**src/rtl/image_scanout_ctrl_if.sv**
```systemverilog
`timescale 1ns/1ps
// image_scanout_ctrl_if
// Bundles the two bus-like port groups of the frame scan-out sequencer:
//   - image memory read port : rd_en_o, rd_clk_en_o, rd_addr_o (controller -> memory),
//                              rd_data_i (memory -> controller)
//   - LCD pixel stream       : pix_data_o, pix_valid_o, pix_sof_o, pix_eol_o
//                              (controller -> sink), pix_ready_i (sink -> controller)
// The _i/_o suffixes are from the controller's point of view.
// Modports: master = the controller, slave = the memory/sink environment.
interface image_scanout_ctrl_if #(
  parameter int DATA_WIDTH = 16,
  parameter int ADDR_WIDTH = 14
);
  logic                  rd_en_o;
  logic                  rd_clk_en_o;
  logic [ADDR_WIDTH-1:0] rd_addr_o;
  logic [DATA_WIDTH-1:0] rd_data_i;
  logic [DATA_WIDTH-1:0] pix_data_o;
  logic                  pix_valid_o;
  logic                  pix_ready_i;
  logic                  pix_sof_o;
  logic                  pix_eol_o;

  modport master (
    output rd_en_o, rd_clk_en_o, rd_addr_o,
    input  rd_data_i,
    output pix_data_o, pix_valid_o, pix_sof_o, pix_eol_o,
    input  pix_ready_i
  );

  modport slave (
    input  rd_en_o, rd_clk_en_o, rd_addr_o,
    output rd_data_i,
    input  pix_data_o, pix_valid_o, pix_sof_o, pix_eol_o,
    output pix_ready_i
  );
endinterface

```
**src/rtl/image_scanout_ctrl.sv**
```systemverilog
`timescale 1ns/1ps
// image_scanout_ctrl
// Frame scan-out sequencer. On start_i it reads the image memory linearly over
// one H_PIXELS x V_LINES frame and streams the pixels out with valid/ready
// backpressure, tagging the first pixel of the frame (sof) and the last pixel
// of every line (eol). A credit-limited show-ahead FIFO absorbs the fixed
// memory read latency so reads can be throttled without losing data.
// Ports:
//   clk_i        single clock (memory read clock is the same)
//   rst_n_i      asynchronous active-low reset
//   start_i      one-cycle frame request, only honoured when idle
//   abort_i      one-cycle abort, discards everything in flight
//   busy_o       high from accepted start until done/abort
//   frame_done_o one-cycle pulse after the last pixel is accepted
//   bus          memory read port + pixel stream (image_scanout_ctrl_if.master)
module image_scanout_ctrl #(
  parameter int H_PIXELS   = 128,
  parameter int V_LINES    = 128,
  parameter int DATA_WIDTH = 16,
  parameter int ADDR_WIDTH = $clog2(H_PIXELS * V_LINES),
  parameter int RD_LATENCY = 1,
  parameter int FIFO_DEPTH = 4
) (
  input  logic clk_i,
  input  logic rst_n_i,
  input  logic start_i,
  input  logic abort_i,
  output logic busy_o,
  output logic frame_done_o,
  image_scanout_ctrl_if.master bus
);

  localparam int NPIX = H_PIXELS * V_LINES;
  localparam int XW   = (H_PIXELS > 1) ? $clog2(H_PIXELS) : 1;
  localparam int YW   = (V_LINES > 1) ? $clog2(V_LINES) : 1;
  localparam int PW   = (FIFO_DEPTH > 1) ? $clog2(FIFO_DEPTH) : 1;
  localparam int CW   = $clog2(FIFO_DEPTH + 1);
  localparam int FW   = DATA_WIDTH + 2;

  localparam logic [ADDR_WIDTH-1:0] LAST_ADDR = ADDR_WIDTH'(NPIX - 1);
  localparam logic [XW-1:0]         LAST_X    = XW'(H_PIXELS - 1);
  localparam logic [PW-1:0]         LAST_PTR  = PW'(FIFO_DEPTH - 1);
  localparam logic [CW-1:0]         DEPTH_C   = CW'(FIFO_DEPTH);

  typedef enum logic [1:0] {
    IDLE  = 2'd0,
    FETCH = 2'd1,
    DRAIN = 2'd2
  } state_e;

  state_e                  state_q, state_d;
  logic [ADDR_WIDTH-1:0]   addr_q, addr_d;
  logic [XW-1:0]           x_q, x_d;
  logic [YW-1:0]           y_q, y_d;
  logic                    busy_q, busy_d;
  logic                    done_q, done_d;
  logic [RD_LATENCY-1:0]   pvld_q, pvld_d;
  logic [RD_LATENCY-1:0]   psof_q, psof_d;
  logic [RD_LATENCY-1:0]   peol_q, peol_d;
  logic [FW-1:0]           fifo_mem_q [FIFO_DEPTH];
  logic [PW-1:0]           wr_ptr_q, wr_ptr_d;
  logic [PW-1:0]           rd_ptr_q, rd_ptr_d;
  logic [CW-1:0]           count_q, count_d;

  logic [CW-1:0]           in_flight_s;
  logic [CW:0]             credit_sum_s;
  logic                    rd_en_s;
  logic                    push_s;
  logic                    pop_s;
  logic                    last_issue_s;
  logic                    frame_end_s;
  logic                    valid_s;
  logic [FW-1:0]           head_s;

  // Circular pointer advance that also works for non power-of-two depths.
  function automatic logic [PW-1:0] ptr_inc(input logic [PW-1:0] p);
    if (p == LAST_PTR) begin
      ptr_inc = '0;
    end else begin
      ptr_inc = p + PW'(1);
    end
  endfunction

  // Reads issued but not yet written into the FIFO = live stages of the tag pipe.
  always_comb begin
    in_flight_s = '0;
    for (int i = 0; i < RD_LATENCY; i++) begin
      in_flight_s = in_flight_s + CW'(pvld_q[i]);
    end
  end

  // Credit rule: a read may only go out if its data is guaranteed a FIFO slot.
  assign credit_sum_s = {1'b0, in_flight_s} + {1'b0, count_q};
  assign rd_en_s      = (state_q == FETCH) && (credit_sum_s < {1'b0, DEPTH_C});
  assign last_issue_s = rd_en_s && (addr_q == LAST_ADDR);
  assign push_s       = pvld_q[RD_LATENCY-1];
  assign valid_s      = (count_q != '0);
  assign pop_s        = valid_s && bus.pix_ready_i;
  // No pushes remain once in_flight is zero in DRAIN, so the frame ends when
  // the FIFO is empty or its last entry is leaving this cycle.
  assign frame_end_s  = (state_q == DRAIN) && (in_flight_s == '0) &&
                        ((count_q == '0) || ((count_q == CW'(1)) && pop_s));

  // Sequencer next state: address/x/y walk and frame completion.
  always_comb begin
    state_d = state_q;
    addr_d  = addr_q;
    x_d     = x_q;
    y_d     = y_q;
    done_d  = 1'b0;
    if (abort_i) begin
      state_d = IDLE;
    end else begin
      case (state_q)
        IDLE: begin
          if (start_i) begin
            state_d = FETCH;
            addr_d  = '0;
            x_d     = '0;
            y_d     = '0;
          end else begin
            state_d = IDLE;
          end
        end
        FETCH: begin
          if (last_issue_s) begin
            // Address parks on the final pixel so it never leaves the frame.
            state_d = DRAIN;
          end else if (rd_en_s) begin
            addr_d = addr_q + ADDR_WIDTH'(1);
            if (x_q == LAST_X) begin
              x_d = '0;
              y_d = y_q + YW'(1);
            end else begin
              x_d = x_q + XW'(1);
            end
          end else begin
            state_d = FETCH;
          end
        end
        DRAIN: begin
          if (frame_end_s) begin
            state_d = IDLE;
            done_d  = 1'b1;
          end else begin
            state_d = DRAIN;
          end
        end
        default: begin
          state_d = IDLE;
        end
      endcase
    end
    busy_d = (state_d != IDLE);
  end

  // Return tag pipe: follows each read for RD_LATENCY cycles with its markers.
  always_comb begin
    pvld_d    = pvld_q;
    psof_d    = psof_q;
    peol_d    = peol_q;
    pvld_d[0] = rd_en_s;
    psof_d[0] = (x_q == '0) && (y_q == '0);
    peol_d[0] = (x_q == LAST_X);
    for (int i = 1; i < RD_LATENCY; i++) begin
      pvld_d[i] = pvld_q[i-1];
      psof_d[i] = psof_q[i-1];
      peol_d[i] = peol_q[i-1];
    end
    if (abort_i) begin
      pvld_d = '0;
    end else begin
      pvld_d = pvld_d;
    end
  end

  // FIFO pointer and occupancy bookkeeping; abort empties it.
  always_comb begin
    wr_ptr_d = wr_ptr_q;
    rd_ptr_d = rd_ptr_q;
    count_d  = count_q;
    if (abort_i) begin
      wr_ptr_d = '0;
      rd_ptr_d = '0;
      count_d  = '0;
    end else begin
      if (push_s) begin
        wr_ptr_d = ptr_inc(wr_ptr_q);
      end else begin
        wr_ptr_d = wr_ptr_q;
      end
      if (pop_s) begin
        rd_ptr_d = ptr_inc(rd_ptr_q);
      end else begin
        rd_ptr_d = rd_ptr_q;
      end
      case ({push_s, pop_s})
        2'b10:   count_d = count_q + CW'(1);
        2'b01:   count_d = count_q - CW'(1);
        default: count_d = count_q;
      endcase
    end
  end

  // State, counters, tag pipe and FIFO control registers.
  always_ff @(posedge clk_i or negedge rst_n_i) begin
    if (!rst_n_i) begin
      state_q  <= IDLE;
      addr_q   <= '0;
      x_q      <= '0;
      y_q      <= '0;
      busy_q   <= 1'b0;
      done_q   <= 1'b0;
      pvld_q   <= '0;
      psof_q   <= '0;
      peol_q   <= '0;
      wr_ptr_q <= '0;
      rd_ptr_q <= '0;
      count_q  <= '0;
    end else begin
      state_q  <= state_d;
      addr_q   <= addr_d;
      x_q      <= x_d;
      y_q      <= y_d;
      busy_q   <= busy_d;
      done_q   <= done_d;
      pvld_q   <= pvld_d;
      psof_q   <= psof_d;
      peol_q   <= peol_d;
      wr_ptr_q <= wr_ptr_d;
      rd_ptr_q <= rd_ptr_d;
      count_q  <= count_d;
    end
  end

  // FIFO storage; entries are only observed after being written.
  always_ff @(posedge clk_i) begin
    if (push_s) begin
      fifo_mem_q[wr_ptr_q] <= {psof_q[RD_LATENCY-1], peol_q[RD_LATENCY-1], bus.rd_data_i};
    end
  end

  assign head_s = fifo_mem_q[rd_ptr_q];

  assign busy_o          = busy_q;
  assign frame_done_o    = done_q;
  assign bus.rd_en_o     = rd_en_s;
  assign bus.rd_clk_en_o = rd_en_s;
  assign bus.rd_addr_o   = addr_q;
  assign bus.pix_valid_o = valid_s;
  // Head fields are forced to zero while the FIFO is empty.
  assign bus.pix_data_o  = valid_s ? head_s[DATA_WIDTH-1:0] : '0;
  assign bus.pix_eol_o   = valid_s && head_s[DATA_WIDTH];
  assign bus.pix_sof_o   = valid_s && head_s[DATA_WIDTH+1];

endmodule
```
**src/flat_wrapper.sv**
```systemverilog
// flat-port wrapper written by rule: the top's interface ports become plain ports
module image_scanout_ctrl_flat 
#(
  parameter int H_PIXELS   = 128,
  parameter int V_LINES    = 128,
  parameter int DATA_WIDTH = 16,
  parameter int ADDR_WIDTH = $clog2(H_PIXELS * V_LINES),
  parameter int RD_LATENCY = 1,
  parameter int FIFO_DEPTH = 4
)
  (clk_i, rst_n_i, start_i, abort_i, busy_o, frame_done_o, bus_rd_en_o, bus_rd_clk_en_o, bus_rd_addr_o, bus_rd_data_i, bus_pix_data_o, bus_pix_valid_o, bus_pix_sof_o, bus_pix_eol_o, bus_pix_ready_i);
  image_scanout_ctrl_if #(.DATA_WIDTH(DATA_WIDTH), .ADDR_WIDTH(ADDR_WIDTH)) bus_i ();
  input  logic clk_i;
  input  logic rst_n_i;
  input  logic start_i;
  input  logic abort_i;
  output logic busy_o;
  output logic frame_done_o;
  output wire logic [$bits(bus_i.rd_en_o)-1:0] bus_rd_en_o;
  output wire logic [$bits(bus_i.rd_clk_en_o)-1:0] bus_rd_clk_en_o;
  output wire logic [$bits(bus_i.rd_addr_o)-1:0] bus_rd_addr_o;
  input wire logic [$bits(bus_i.rd_data_i)-1:0] bus_rd_data_i;
  output wire logic [$bits(bus_i.pix_data_o)-1:0] bus_pix_data_o;
  output wire logic [$bits(bus_i.pix_valid_o)-1:0] bus_pix_valid_o;
  output wire logic [$bits(bus_i.pix_sof_o)-1:0] bus_pix_sof_o;
  output wire logic [$bits(bus_i.pix_eol_o)-1:0] bus_pix_eol_o;
  input wire logic [$bits(bus_i.pix_ready_i)-1:0] bus_pix_ready_i;
  assign bus_rd_en_o = bus_i.rd_en_o;
  assign bus_rd_clk_en_o = bus_i.rd_clk_en_o;
  assign bus_rd_addr_o = bus_i.rd_addr_o;
  assign bus_i.rd_data_i = bus_rd_data_i;
  assign bus_pix_data_o = bus_i.pix_data_o;
  assign bus_pix_valid_o = bus_i.pix_valid_o;
  assign bus_pix_sof_o = bus_i.pix_sof_o;
  assign bus_pix_eol_o = bus_i.pix_eol_o;
  assign bus_i.pix_ready_i = bus_pix_ready_i;
  image_scanout_ctrl #(.H_PIXELS(H_PIXELS), .V_LINES(V_LINES), .DATA_WIDTH(DATA_WIDTH), .ADDR_WIDTH(ADDR_WIDTH), .RD_LATENCY(RD_LATENCY), .FIFO_DEPTH(FIFO_DEPTH)) u_core (.clk_i(clk_i), .rst_n_i(rst_n_i), .start_i(start_i), .abort_i(abort_i), .busy_o(busy_o), .frame_done_o(frame_done_o), .bus(bus_i));
endmodule
```
**config.mk**
```make
export PLATFORM = sky130hd
export DESIGN_NAME = image_scanout_ctrl_flat
export DESIGN_NICKNAME = d
export VERILOG_FILES = /design/src/rtl/image_scanout_ctrl_if.sv /design/src/rtl/image_scanout_ctrl.sv /design/src/flat_wrapper.sv
export SDC_FILE = /design/constraint.sdc
export NUM_CORES = 1
export LEC_CHECK = 0
export CORE_MARGIN = 2
export CORE_UTILIZATION = 55
export DETAILED_ROUTE_END_ITERATION = 8
export HOLD_SLACK_MARGIN = 0.03
export PLACE_DENSITY = 0.76
export REMOVE_ABC_BUFFERS = 1
export SLEW_MARGIN = 20
export SYNTH_ARGS = -nofsm -noshare
export SYNTH_HDL_FRONTEND = slang
export SYNTH_SLANG_ARGS = --single-unit
```
**constraint.sdc**
```tcl
create_clock -name clk_i -period 4.7 [get_ports clk_i]
set_input_delay 0.47 -clock clk_i [delete_from_list [all_inputs] [get_ports clk_i]]
set_output_delay 0.47 -clock clk_i [all_outputs]
set_load 0.005 [all_outputs]
```
# Word level (Yosys, flattened, before mapping)
# Memories as Yosys holds them, arrays and structs flattened.
# Cells that the tools add are included.
# totals
ff_bits,42
ram_bits,72
output_inout_bits,37
memories,1
word_cells,93
inputBits,21
# memory_table
memory,depth,word_bits,rd,rd_clocked_by_memory_dff,wr,line,text
u_core.fifo_mem_q,4,18,1,0,1,image_scanout_ctrl.sv:60,logic [FW-1:0] fifo_mem_q [FIFO_DEPTH];
# classes
n_eq_ne,13
n_addsub,8
reduce_logical,23
magnitude_cmp,1
bitwise_logic,1
mux,34
# ops
op,count
7-bit two-way mux,7
14-bit two-way mux,3
14-bit one-hot mux with 2 select lines,1
7-bit one-hot mux with 2 select lines,2
2-bit two-way mux,10
16-bit two-way mux,1
"14-bit by 1-bit adder with 14-bit output, second input constant",1
"7-bit by 1-bit adder with 7-bit output, second input constant",2
"14-bit == test, second input constant",1
7-bit logical NOT,2
1-bit logical AND,9
"2-bit == test, second input constant",4
2-bit nonzero test,4
"7-bit == test, second input constant",1
1-bit two-way mux,7
3-bit logical NOT,2
2-bit one-hot mux with 3 select lines,1
3-bit one-hot mux with 2 select lines,1
6-bit AND reduction,1
3-bit nonzero test,2
5-bit AND reduction,1
1-bit by 3-bit adder with 4-bit output,1
"2-bit by 1-bit adder with 2-bit output, second input constant",2
"2-bit by 1-bit == test with 1-bit output, second input constant",2
10 further kinds,12

# Logic depth before layout (Yosys ltp)
# depth
depth_word,9
ltp_mapped,9
depth_no_buf,7

# Worst setup path before layout
# Ideal clock, no wire load.
# synth_timing
path_type,register to register
start,"reg u_core.addr_q[0], in the netlist u_core.bus.rd_addr_o[0]"
end,"reg u_core.busy_q, in the netlist u_core.busy_o"
required_ns,4.576
path_slack_ns,2.651
path_stages_with_launch,8
period_less_slack_ns,2.049
arrival_time_ns,1.925
path_buffers,1
path_cell_list,dfrtp_1 ha_1 nand4_1 or4_1 buf_2 or2_1 and2_1 or2_1
# synth_via
elab_chain_len,6
# synth_rtl
item,line,text
start: declaration,image_scanout_ctrl.sv:52,"logic [ADDR_WIDTH-1:0] addr_q, addr_d;"
start signal: assignment,image_scanout_ctrl.sv:222,addr_q <= addr_d;
14-bit == test,image_scanout_ctrl.sv:95,assign last_issue_s = rd_en_s && (addr_q == LAST_ADDR);
1-bit logical AND,image_scanout_ctrl.sv:95,
2-bit two-way mux,image_scanout_ctrl.sv:126,if (last_issue_s) begin
2-bit one-hot mux with 3 select lines,image_scanout_ctrl.sv:114,case (state_q)
2-bit two-way mux,image_scanout_ctrl.sv:111,if (abort_i) begin
net u_core.state_d[0],image_scanout_ctrl.sv:51,"state_e state_q, state_d;"
2-bit nonzero test,image_scanout_ctrl.sv:154,busy_d = (state_d != IDLE);
net u_core.busy_d,image_scanout_ctrl.sv:55,"logic busy_q, busy_d;"
end signal: assignment,image_scanout_ctrl.sv:225,busy_q <= busy_d;
end: declaration,image_scanout_ctrl.sv:55,
# The timed path passes the listed nets, and every way through them passes these cells.
# A chain may end at the register's enable or synchronous reset.

# Worst setup path after layout
# layout_timing
start,reg u_core.rd_ptr_q[0]
end,out bus_pix_data_o[1]
# layout_via
elab_chain_len,2
# layout_rtl
item,line,text
start: declaration,image_scanout_ctrl.sv:62,"logic [PW-1:0] rd_ptr_q, rd_ptr_d;"
start signal: assignment,image_scanout_ctrl.sv:231,rd_ptr_q <= rd_ptr_d;
memory 4 x 18 bit,--,
16-bit two-way mux,image_scanout_ctrl.sv:252,assign bus.pix_data_o = valid_s ? head_s[DATA_WIDTH-1:0] : '0;
end: declaration,flat_wrapper.sv:23,output wire logic [$bits(bus_i.pix_data_o)-1:0] bus_pix_data_o;
# No other way between the ends.

==> metrics.md <==
| Metric | Value |
|---|---|
| Outcome | finished, final reports clean |
| Footprint of the multi-input gates | 1798 um2 |
| Synth top area cells | edfxtp_1 42%, dfrtp_1 20%, mux4_2 7.9% |
| Drt pass-1 iters | 4 |
| CP Capture Type | output port |
| Pins over their slew limit | 0 |
| Initial Util | 56.28% |
| Kind of critical path | reg2out |
| Post-synth cell types | 55 |
| Vias in the first global route | 3573 |
| Die height | about 100 um |
| Worst r2r dst | u_core.bus.rd_addr_o[6] |
| RSZ-0062 raised after global routing | no |
| Setup bufs post-CTS | 0 |
| CTS tree | done |
| Antenna cells | 0 |
| NumNets Final | roughly 480 |
| Synth Area per Inst | 13.56 um2 |
| First-pass GRT wire length | around 18000 um |
| # fillers | about 640 |
| Port buffer count | 57 |
| Post-synth ARST share | between 30% and 40% |
| # hold bufs at CTS | 0 |
| Critical Path AT | between 2 and 3 ns |
| H-tree depth | 4 |
| Period utilization | 68.42% |
| Post-Layout Cell Count | between 500 and 600 |
| Worst Setup Start Kind | flip-flop |
| Yosys warns | 0 |
| DP Wirelength | 6630 um |
| Post-Synthesis Cells | 380 |
| Least-Margin Pin Slew | 0.9844 ns |
| Cell area after synthesis | 5151 um2 |
| Core area | approximately 9200 um2 |
| DRC violations left | 0 |
| Clock-pin slew on the worst setup and hold paths | 0.06 ns |
| Largest net degree at the start of global routing | 43 |
| Post-synth EDFFs | 72 |
| TritonCTS buffer count | 17 |
| Share of cells above drive strength 1 | 13.02% |
| GRT Resource Usage Total | 23.12% |
| Max rail drop VDD | 0.2865 mV |
| Pwr/cell area | roughly 500 nW/um2 |
| DIE AREA | 10160 um2 |
| Setup TNS Final | 0 ns |
| Wire length per cell | around 19 um |
| Vias per cell | 6.135 |
| Maxcap violations | 0 |
| Worst reg2reg setup slack | 2.11 ns |
| CTS max path bufs | 2 |
| R2R cell count | 6 |
| CTS Root Cell | clkbuf_8 |
| Die width | 100.8 um |
| Total grt overflow | 0 |
| Seq cells post-synth | 114 |
| Hold Vio Cnt, Final | 0 |
| Final Skew | about 0.010 ns |
| Req. time, crit path | 4.23 ns |
| Fmax | around 310 MHz |
| Initial antenna violation count | 0 |
| DRT iter0 DRCs | 244 |
| FP Rows | 35 |
| Routed WL | roughly 11000 um |
| DP Cell Count | 532 |
| Seq/Total Area, Yosys | 62.38% |
| Post-synth top area cell | edfxtp_1 |
| Storage cell area | 3213 um2 |
| Vias | 3460 |
| Endpoints failing setup | 0 |
| Clock sinks | 114 |
| Yosys top cell area share | 41.97% |
| Worst hold path type | in2async |
| Number of gates resized after CTS | 0 |
| Reg2Reg Launch Point | u_core.bus.rd_addr_o[0] |
| Final ANT Viol Nets | 0 |
| Clock Latency Late Sink | roughly 0.52 ns |
| Max-slew headroom | roughly a third |
| GPL Wtd Cong | 0.8444 |
| Tmin final | 3.216 ns |
| I/O Pins | 58 |
| Design Area, Final | 6336 um2 |
| Placed Area | 5776 um2 |
| Layout area overhead | 23.00% |
| Pleak | 2.298 nW |
| CP max FO | 13 |
| Top_reg_cell synth | edfxtp_1 |
-- synthesized netlist by cell type (2+ instances only) --
library cell  count
o31ai_1           9
nor3_1            7
or3_4             2
dfrtp_1          42
o31a_1            2
o21ai_0          19
o22a_1            2
ha_1             14
nand3_1          14
and3_1            2
mux2i_1           2
mux4_2           18
and2_1           24
a21boi_0          2
a21oi_1          17
buf_6             2
a31oi_1           3
nor4_1            3
inv_1            14
a21o_1            2
or4_1             6
or3_1             7
nand4_1           7
buf_2             4
edfxtp_1         72
nand2b_1          3
clkbuf_1          9
o21a_1            2
nor2_1           15
nand2_1          24
xnor2_1           2
o21ai_1           4
a2bb2oi_1         2
or2_1             2
-- power breakdown --
group | leakage [nW] | total, mW | internal [mW] | switching, mW
Combinational | 0.801 | 0.723 | 0.403 | 0.319
Sequential | 1.23 | 1.24 | 1.14 | 0.0963
Clock | 0.270 | 1.19 | 0.712 | 0.481
-- cells by family after synthesis --
family          share of synthesized area, %
mux                                    8.258
buf+inv                                2.720
xor+xnor                              0.5102
flops                                  62.38
fa+ha+maj                              3.401
compound gates                         9.400
simple gates                           13.33
-- placed cells by master, fill, tap and decap left out, types with 3 or more instances in the layout --
| cell | netlist | layout |
|---|---|---|
| edfxtp_1 | 72 | 72 |
| clkdlybuf4s50_1 | 0 | 56 |
| dfrtp_1 | 42 | 42 |
| and2_1 | 24 | 24 |
| nand2_1 | 24 | 24 |
| o21ai_0 | 19 | 19 |
| mux4_2 | 18 | 18 |
| a21oi_1 | 17 | 17 |
| clkbuf_16 | 0 | 16 |
| nor2_1 | 15 | 15 |
| inv_1 | 14 | 14 |
| nand3_1 | 14 | 14 |
| ha_1 | 14 | 14 |
| o31ai_1 | 9 | 9 |
| nor3_1 | 7 | 7 |
| nand4_1 | 7 | 7 |
| or3_1 | 7 | 7 |
| or4_1 | 6 | 6 |
| inv_6 | 0 | 6 |
| clkinv_4 | 0 | 5 |
| o21ai_1 | 4 | 4 |
| nand2b_1 | 3 | 3 |
| a31oi_1 | 3 | 3 |
| nor4_1 | 3 | 3 |
-- worst max path at each step --
| stage | from | to | slack, ns |
|---|---|---|---|
| after floorplan | u_core.rd_ptr_q[0] | bus_pix_data_o[0] | 2.52 |
| after global placement | abort_i | u_core.y_q[6] | 1.87 |
| after detailed placement | abort_i | u_core.y_q[6] | 1.85 |
| after CTS | u_core.rd_ptr_q[0] | bus_pix_data_o[1] | 1.44 |
| after global routing | u_core.rd_ptr_q[0] | bus_pix_data_o[1] | 1.32 |
| final | u_core.rd_ptr_q[0] | bus_pix_data_o[1] | 1.48 |
-- flip-flops by register name, summed over array words and instances (netlist names) --
register              cells
u_core.push_s             1
u_core.frame_done_o       1
u_core.wr_ptr_q           2
u_core.busy_o             1
u_core.y_q                7
u_core.bus.rd_addr_o     14
u_core.fifo_mem_q        72
u_core.count_q            3
u_core.psof_q             1
u_core.state_q            2
u_core.rd_ptr_q           2
u_core.x_q                7
u_core.peol_q             1
-- per-stage QoR --
stage                     total power, mW  hold slack (ns)  worst slack, ns  util (%)
after floorplan                     1.609           0.1744            2.519         -
after global routing                3.304           0.1785            1.319     69.23
after detailed placement            1.973           0.4587            1.848     63.10
after global placement              1.950           0.4613            1.875     63.10
final                               3.151          0.09353            1.484     69.23
after CTS                           3.169           0.1306            1.438     69.23
-- metal layers --
metal | share of wire, % | GRT usage [%] | wire [um]
met5 | 0 | 0 | 0
met4 | 1.5 | 7.482 | 165
met3 | 6.8 | 6.449 | 729
met2 | 53 | 39.59 | 5647
met1 | 39 | 28.54 | 4148
-- critical path: stages (launching register included) --
cell             delay [ns]
dfrtp_1                0.71
buf_4                  0.37
mux4_2                 0.53
and2_1                 0.17
clkdlybuf4s50_1        0.45
-- cell type report --
cell class              count  area share [%]
clock buffers              17           6.536
clock inverters            15           2.310
inverters                  14          0.8294
multi-input cells         235           28.38
flip-flops and latches    114           50.71
well taps                 111           2.192
repair buffers             58           9.044
Note: power is estimated with default switching activity, not from simulation.
